## config.mk

```make
export PLATFORM = sky130hd
export DESIGN_NAME = fft_frame_ctrl
export DESIGN_NICKNAME = d
export VERILOG_FILES = /design/src/rtl/fft_ctrl_pkg.sv /design/src/rtl/fft_idx_counter.sv /design/src/rtl/fft_frame_ctrl.sv
export SDC_FILE = /design/constraint.sdc
export NUM_CORES = 1
export LEC_CHECK = 0
export BUFFER_PORTS_ARGS = -buffer_cell sky130_fd_sc_hd__buf_2
export CAP_MARGIN = 20
export CORE_ASPECT_RATIO = 0.75
export CORE_MARGIN = 2
export CORE_UTILIZATION = 43
export CTS_CLUSTER_DIAMETER = 80
export DETAILED_ROUTE_END_ITERATION = 10
export HOLD_SLACK_MARGIN = 0.05
export PLACE_DENSITY = 0.84
export SYNTH_ARGS = -nofsm -noshare
export SYNTH_HDL_FRONTEND = slang
export SYNTH_SLANG_ARGS = --single-unit
```

## constraint.sdc

```tcl
create_clock -name clk -period 1.8 [get_ports clk]
set_input_delay 0.27 -clock clk [delete_from_list [all_inputs] [get_ports clk]]
set_output_delay 0.27 -clock clk [all_outputs]
set_load 0.02 [all_outputs]
```

## src/rtl/fft_ctrl_pkg.sv

```systemverilog
// Shared types and constants for the burst-mode FFT frame sequencer.
package fft_ctrl_pkg;

  typedef enum logic [2:0] {
    IDLE,
    CONFIG,
    LOAD,
    COMPUTE,
    UNLOAD,
    DRAIN
  } state_t;

  localparam int NFFT_LOG2_DEF = 7;

  function automatic int n_pts(input int log2);
    return 1 << log2;
  endfunction

  localparam int N = n_pts(NFFT_LOG2_DEF);

  // Core direction encoding: fft_fwd_inv=1 selects the forward transform.
  localparam logic FWD = 1'b1;

endpackage

```

## src/rtl/fft_idx_counter.sv

```systemverilog
// Wrapping sample/bin index counter with synchronous clear and a terminal-count flag.
module fft_idx_counter
  import fft_ctrl_pkg::*;
#(
  parameter int W = NFFT_LOG2_DEF
) (
  input  logic         clk,
  input  logic         rst_n,
  input  logic         clr,
  input  logic         en,
  output logic [W-1:0] cnt,
  output logic         tc
);

  always_ff @(posedge clk) begin
    if (!rst_n) begin
      cnt <= '0;
    end else if (clr) begin
      cnt <= '0;
    end else if (en) begin
      cnt <= cnt + 1'b1;
    end
  end

  assign tc = &cnt;

endmodule

```

## src/rtl/fft_frame_ctrl.sv

```systemverilog
// Frame sequencer for the burst-mode FFT core: configure, load, compute, unload, drain.
// Optional watchdog in COMPUTE/DRAIN is enabled with the FFT_TIMEOUT_EN macro.
module fft_frame_ctrl
  import fft_ctrl_pkg::*;
#(
  parameter int NFFT_LOG2   = NFFT_LOG2_DEF,
  parameter int IN_W        = 16,
  parameter int OUT_W       = 24,
  parameter int TIMEOUT_CYC = 4096
) (
  input  logic                 clk,
  input  logic                 rst_n,
  input  logic                 cmd_valid,
  output logic                 cmd_ready,
  input  logic                 cmd_inv,
  input  logic                 in_valid,
  output logic                 in_ready,
  input  logic [IN_W-1:0]      in_re,
  input  logic [IN_W-1:0]      in_im,
  output logic                 out_valid,
  output logic                 out_last,
  output logic [NFFT_LOG2-1:0] out_index,
  output logic [OUT_W-1:0]     out_re,
  output logic [OUT_W-1:0]     out_im,
  output logic                 frame_done,
  output logic                 underrun,
  output logic                 timeout,
  output logic                 fft_start,
  output logic                 fft_unload,
  output logic                 fft_fwd_inv,
  output logic                 fft_fwd_inv_we,
  output logic [IN_W-1:0]      fft_xn_re,
  output logic [IN_W-1:0]      fft_xn_im,
  input  logic                 fft_rfd,
  input  logic                 fft_busy,
  input  logic                 fft_done,
  input  logic                 fft_edone,
  input  logic                 fft_dv,
  input  logic [NFFT_LOG2-1:0] fft_xn_index,
  input  logic [NFFT_LOG2-1:0] fft_xk_index,
  input  logic [OUT_W-1:0]     fft_xk_re,
  input  logic [OUT_W-1:0]     fft_xk_im
);

  state_t state_q, state_d;
  logic   inv_q, run_q, cfg_q;
  logic   cmd_acc, ld_en, dr_en, ld_tc, dr_tc, wd_hit;
  logic [NFFT_LOG2-1:0] ld_cnt, dr_cnt;

  // run_q keeps cmd_ready low while reset is held, since the core itself is never reset.
  assign cmd_ready = run_q && (state_q == IDLE) && !fft_busy;
  assign cmd_acc   = cmd_valid && cmd_ready;
  assign ld_en     = (state_q == LOAD) && fft_rfd;
  assign dr_en     = (state_q == DRAIN) && fft_dv && !wd_hit;

  fft_idx_counter #(.W(NFFT_LOG2)) u_ld_cnt (
    .clk(clk), .rst_n(rst_n), .clr(state_q == CONFIG), .en(ld_en), .cnt(ld_cnt), .tc(ld_tc)
  );

  fft_idx_counter #(.W(NFFT_LOG2)) u_dr_cnt (
    .clk(clk), .rst_n(rst_n), .clr(state_q == UNLOAD), .en(dr_en), .cnt(dr_cnt), .tc(dr_tc)
  );

  always_comb begin
    state_d        = state_q;
    fft_start      = 1'b0;
    fft_unload     = 1'b0;
    fft_fwd_inv    = 1'b0;
    fft_fwd_inv_we = 1'b0;
    in_ready       = 1'b0;
    fft_xn_re      = '0;
    fft_xn_im      = '0;
    case (state_q)
      IDLE:    if (cmd_acc) state_d = CONFIG;
      CONFIG: begin
        fft_fwd_inv_we = 1'b1;
        fft_fwd_inv    = inv_q ? !FWD : FWD;
        state_d        = LOAD;
      end
      LOAD: begin
        fft_start = cfg_q;
        in_ready  = fft_rfd;
        if (fft_rfd && in_valid) begin
          fft_xn_re = in_re;
          fft_xn_im = in_im;
        end
        if (ld_en && ld_tc) state_d = COMPUTE;
      end
      COMPUTE: begin
        if (wd_hit)        state_d = IDLE;
        else if (fft_done) state_d = UNLOAD;
      end
      UNLOAD: begin
        fft_unload = 1'b1;
        state_d    = DRAIN;
      end
      DRAIN:   if (wd_hit || out_last) state_d = IDLE;
      default: state_d = IDLE;
    endcase
  end

  always_ff @(posedge clk) begin
    if (!rst_n) begin
      state_q    <= IDLE;
      inv_q      <= 1'b0;
      run_q      <= 1'b0;
      cfg_q      <= 1'b0;
      out_valid  <= 1'b0;
      out_last   <= 1'b0;
      out_index  <= '0;
      out_re     <= '0;
      out_im     <= '0;
      frame_done <= 1'b0;
      underrun   <= 1'b0;
    end else begin
      state_q   <= state_d;
      run_q     <= 1'b1;
      cfg_q     <= (state_q == CONFIG);
      out_valid <= dr_en;
      out_last  <= dr_en && dr_tc;
      if (dr_en) begin
        out_index <= fft_xk_index;
        out_re    <= fft_xk_re;
        out_im    <= fft_xk_im;
      end
      frame_done <= (state_q == DRAIN) && out_last && !wd_hit;
      if (cmd_acc) begin
        inv_q    <= cmd_inv;
        underrun <= 1'b0;
      end else if (ld_en && !in_valid) begin
        underrun <= 1'b1;
      end
    end
  end

`ifdef FFT_TIMEOUT_EN
  localparam int WD_W = $clog2(TIMEOUT_CYC + 1);
  logic [WD_W-1:0] wd_cnt;
  logic            timeout_q;

  assign wd_hit  = ((state_q == COMPUTE) || (state_q == DRAIN)) && (wd_cnt == WD_W'(TIMEOUT_CYC - 1));
  assign timeout = timeout_q || wd_hit;

  always_ff @(posedge clk) begin
    if (!rst_n) begin
      wd_cnt    <= '0;
      timeout_q <= 1'b0;
    end else begin
      if (state_d != state_q)                          wd_cnt <= '0;
      else if (state_q == COMPUTE || state_q == DRAIN) wd_cnt <= wd_cnt + 1'b1;
      if (cmd_acc)     timeout_q <= 1'b0;
      else if (wd_hit) timeout_q <= 1'b1;
    end
  end
`else
  localparam int unused_tcyc = TIMEOUT_CYC;
  assign wd_hit  = 1'b0;
  assign timeout = 1'b0;
`endif

  logic unused_sig;
  assign unused_sig = &{1'b0, fft_edone, fft_xn_index, ld_cnt, dr_cnt};

endmodule

```

# Yosys cells after proc, flatten, opt, wreduce, memory -nomap -nowiden
# Index checks and enable logic that the tools add are counted.
# totals
reg_bits,79
input_bits,104
out_inout_bits,98
elab_cells,60
# classes
add_sub_neg,2
n_eq_ne,9
mux,16
n_bitwise,1
reduce_logical,19
# op_table
cell,count
$mux 16,4
$pmux 3 s6,1
$add 7x1->7 const B,2
$reduce_and 7->1,2
$mux 3,4
$logic_and 1x1->1,10
$mux 1,7
$eq 3x2->1 const B,2
$eq 3x3->1 const B,2
$ne 2x2->1 const B,3
$reduce_or 2->1,3
$reduce_and 4->1,1
$eq 3x1->1 const B,1
$logic_not 3->1,1
$logic_not 1->1,2
$ne 2x1->1 const B,1
$not 1->1,1

# Longest topological paths before layout
# logic_depth
depth_word,6
ltp_mapped,6
depth_no_buf,4

# Hierarchy
# A second synthesis with hierarchy kept.
# unflattened
cells_unflattened,396
hier_area_um2,3442.1
# by_module_without_submodules
mod,n_inst,cells_per_inst,area_each_um2,seq_area_each_um2
fft_frame_ctrl,1,332,2851.5,1301.2
fft_idx_counter,2,32,295.3,140.1

# Worst setup path after synthesis
# OpenSTA, ideal clock, no wires.
# synth_timing
path_kind,reg2out
start,register state_q[1]
end,output port cmd_ready
t_arrival_ns,1.367
t_required_ns,1.530
slack_ns,0.163
stages_incl_launch_ff,4
n_path_buf,1
path_cell_list,dfxtp_1 -> buf_4 -> or3_4 -> nor3b_1
# synth_via
elab_chain_cells,3
# synth_lines
item,line_no,text
"start, declared",fft_frame_ctrl.sv:45,"state_t state_q, state_d;"
"start signal, assigned",fft_frame_ctrl.sv:116,state_q <= state_d;
$logic_not 3->1,fft_frame_ctrl.sv:51,assign cmd_ready = run_q && (state_q == IDLE) && !fft_busy;
$logic_and 1x1->1 (2 in a row),fft_frame_ctrl.sv:51,
"end, declared",fft_frame_ctrl.sv:14,"output logic cmd_ready,"
# Every way passes these cells.

# Worst setup path after layout
# layout_timing
start,register state_q[0]
end,output port fft_xn_im[8]
# layout_via
elab_chain_cells,2
# layout_lines
item,line_no,text
$eq 3x2->1,fft_frame_ctrl.sv:73,case (state_q)
$mux 16,fft_frame_ctrl.sv:73,
"end, declared",fft_frame_ctrl.sv:33,"output logic [IN_W-1:0] fft_xn_im,"
# Every way passes these cells.

==> metrics <==
part of the cycle the worst path needs=about 100%; Seq cells post-synth=79; die width=roughly 100 µm; gpl congestion=around 0.8; Initial Utilization=around 44%; path type of the worst setup path=flip-flop to output pin; first-pass GRT wire length=around 14 mm; fin worst setup slack=between 30 and 40 ps; Setup-failing EPs final=0; # DRC=0; antenna diode count=0; clk buf depth=2; RSZ-0062 raised after global routing=yes; Setup crit end kind=output pin; Min-Delay Startpoint=fft_xk_im[8]; # IOs=around 200; fill count=between 600 and 700; post-synth top area share=between 40 and 50%; DR pass1 iterations=4; H-tree Lvls=3; WP data required=1530 ps; pwr/cell area=between 800 and 900 nW/µm²; number of synthesized flops with an enable pin=0; Max Freq=568 MHz; min Tclk post-route=1760 ps; FF-to-FF Start=state_q[0]; vias in the first global route=3,127; Rows=27; Synth area leader=dfxtp_1; crit path max fanout=18; Worst setup startpoint=state_q[0]; initial antenna violation count=0; CTS clk-pin slew, worst paths=approximately 90 ps; clk sinks=between 70 and 80; Cell Area, Synth=3230 µm²; Tot Pwr=~4000 µW; setup TNS=0 ps; grt ovf=0; Synth Flop Type=dfxtp_1; routed via count=approximately 3,500; pre-CTS WS=around 150 ps; Worst Hold Class=input port to flip-flop; Final Hold Fails=0; Avg Cell Area, Syn=7.96 µm²; Detailed Route WL=9.27 mm; maxcap violations=0; Post-CTS Setup Inserts=0; placed standard-cell area=around 4300 µm²; Leak Pwr=~0.0023 µW; routed len/inst=about 13 µm; CP startpoint kind=flip-flop; GR Util All Layers=between 20% and 30%; hpwl dp=6.55 mm; YS warnings=0; chip height=79.1 µm; crit path DAT=~1500 ps; area grow syn2layout=43.6%; maximum VDD drop=between 600 and 700 µV; asr flop ratio synth=0%; Avg Vias per Cell=5.00; syn nets=512; Final Instance Area=roughly 4600 µm²; largest net degree at the start of global routing=38; max-slew violations=0; outcome=complete, no violations; Synth area leaders=dfxtp_1 (49%), nand2_1 (14%), a21oi_1 (10%), and3_1 (6.4%), buf_2 (2.2%); post-synthesis sequential area ratio=49.0%; CTS buffer count=9; CTS tree=built; cells after synthesis=approximately 410; Iter 0 DRT Violations=roughly 160; Yosys cell types=about 40; core footprint=7300 µm²; nets=roughly 700; clock skew=around 7 ps; clock root cell=clkbuf_8; die area=8230 µm²; clk_lat worst skew=340 ps; share of layout cells above drive strength 1=around 40%; port bufs=192; Post-DRT Antenna Nets=0
synth_stat cells, types with 2 or more instances:
library cell,instances
inv_1,5
o21ai_0,6
clkbuf_1,15
nand3_1,9
ha_1,2
buf_2,14
nor3_1,2
nor2_1,10
or4_1,2
nand2_1,118
xnor2_1,2
a21oi_1,65
nand3b_1,4
dfxtp_1,79
o31ai_1,3
mux2i_1,3
or3_1,5
nand4_1,3
nor3b_1,2
and2_1,2
buf_4,3
and3_1,33
routing by layer:
layer	track usage, %	share of wire, %	vias up
met3	6.16	6.1	6
met5	0	0	-
met2	36.6	49	128
li1	-	-	1730
met1	26.2	44	1611
met4	5.68	0.55	0
cell type report:
class	count	area, µm²	area share [%]
clock inverter	6	116	2.51
timing repair inverter	1	8.76	0.189
clock buffer	10	138	2.97
tap	101	126	2.72
sequential	79	1590	34.2
timing repair buffer	203	1120	24.2
multi-input combinational	288	1510	32.5
inverter	7	33.8	0.728
metrics by stage:
step / hold slack [ps] / utilization [%] / std cells
after CTS: 139 / 63.0 / 694
after floorplan: 298 / - / 406
final: 161 / 63.6 / 695
after global routing: 140 / 63.6 / 695
after global placement: 438 / 58.3 / 678
after detailed placement: 444 / 58.3 / 678
registers in the layout, indices dropped and copies added, names as in the netlist:
| register | count |
|---|---|
| u_dr_cnt.cnt | 7 |
| out_im | 24 |
| out_last | 1 |
| inv_q | 1 |
| frame_done | 1 |
| out_re | 24 |
| out_valid | 1 |
| run_q | 1 |
| cfg_q | 1 |
| u_ld_cnt.cnt | 7 |
| underrun | 1 |
| out_index | 7 |
| state_q | 3 |
worst paths after layout:
path / endpoint / slack (ps) / cells past startpoint
worst max-delay path: fft_xn_im[8] / 40 / 4
worst min-delay path: out_im[8] / 160 / 3
worst max register to register: u_ld_cnt.cnt[6] / 190 / 4
worst min register to register: out_re[17] / 450 / 2
what timing repair did:
action / in CTS / in global routing
endpoints found under the hold margin: 0 / 0
hold buffers: 0 / 0
pin swaps: 1 / 1
setup endpoints to repair: 37 / 35
resized for setup: 32 / 13
cloned: 0 / 1
placed cells by master (no fill, tap or decap), drive strengths merged, types with 2 or more instances in the layout:
cell type,count
dfxtp,79
nor3b,2
xnor2,2
o21ai,6
nor3,2
and2,2
inv,7
nand3b,4
a21oi,66
mux2i,3
nand4,3
buf,203
or3b,2
and3,33
nand3,9
bufinv,3
or3,6
or4,3
clkinv,4
ha,2
nand2,118
nand4b,2
o31ai,3
clkbuf,10
nor2,10
logic make-up (layout without fill, tap and decap cells):
| group | count (synthesis) | count (layout) | share of synthesized area [%] |
|---|---|---|---|
| flops | 79 | 79 | 49.0 |
| compound gates | 80 | 80 | 13.4 |
| fa+ha+maj | 2 | 2 | 0.774 |
| xor+xnor | 2 | 2 | 0.542 |
| other cells | 1 | 1 | 0.116 |
| buf+inv | 39 | 227 | 5.42 |
| simple gates | 200 | 200 | 29.9 |
| mux | 3 | 3 | 0.930 |
critical path, cell delays in order, from the launching register on:
cell	delay, ps
dfxtp_2	340
nand4bb_4	310
clkinv_4	180
and3_1	160
buf_2	160
report_power, final:
group	switching (µW)	total, µW	internal [µW]
Sequential	31.4	1810	1780
Combinational	300	540	240
Clock	657	1630	969
Total	988	3970	2980
Power figures use the tool's default switching activity.
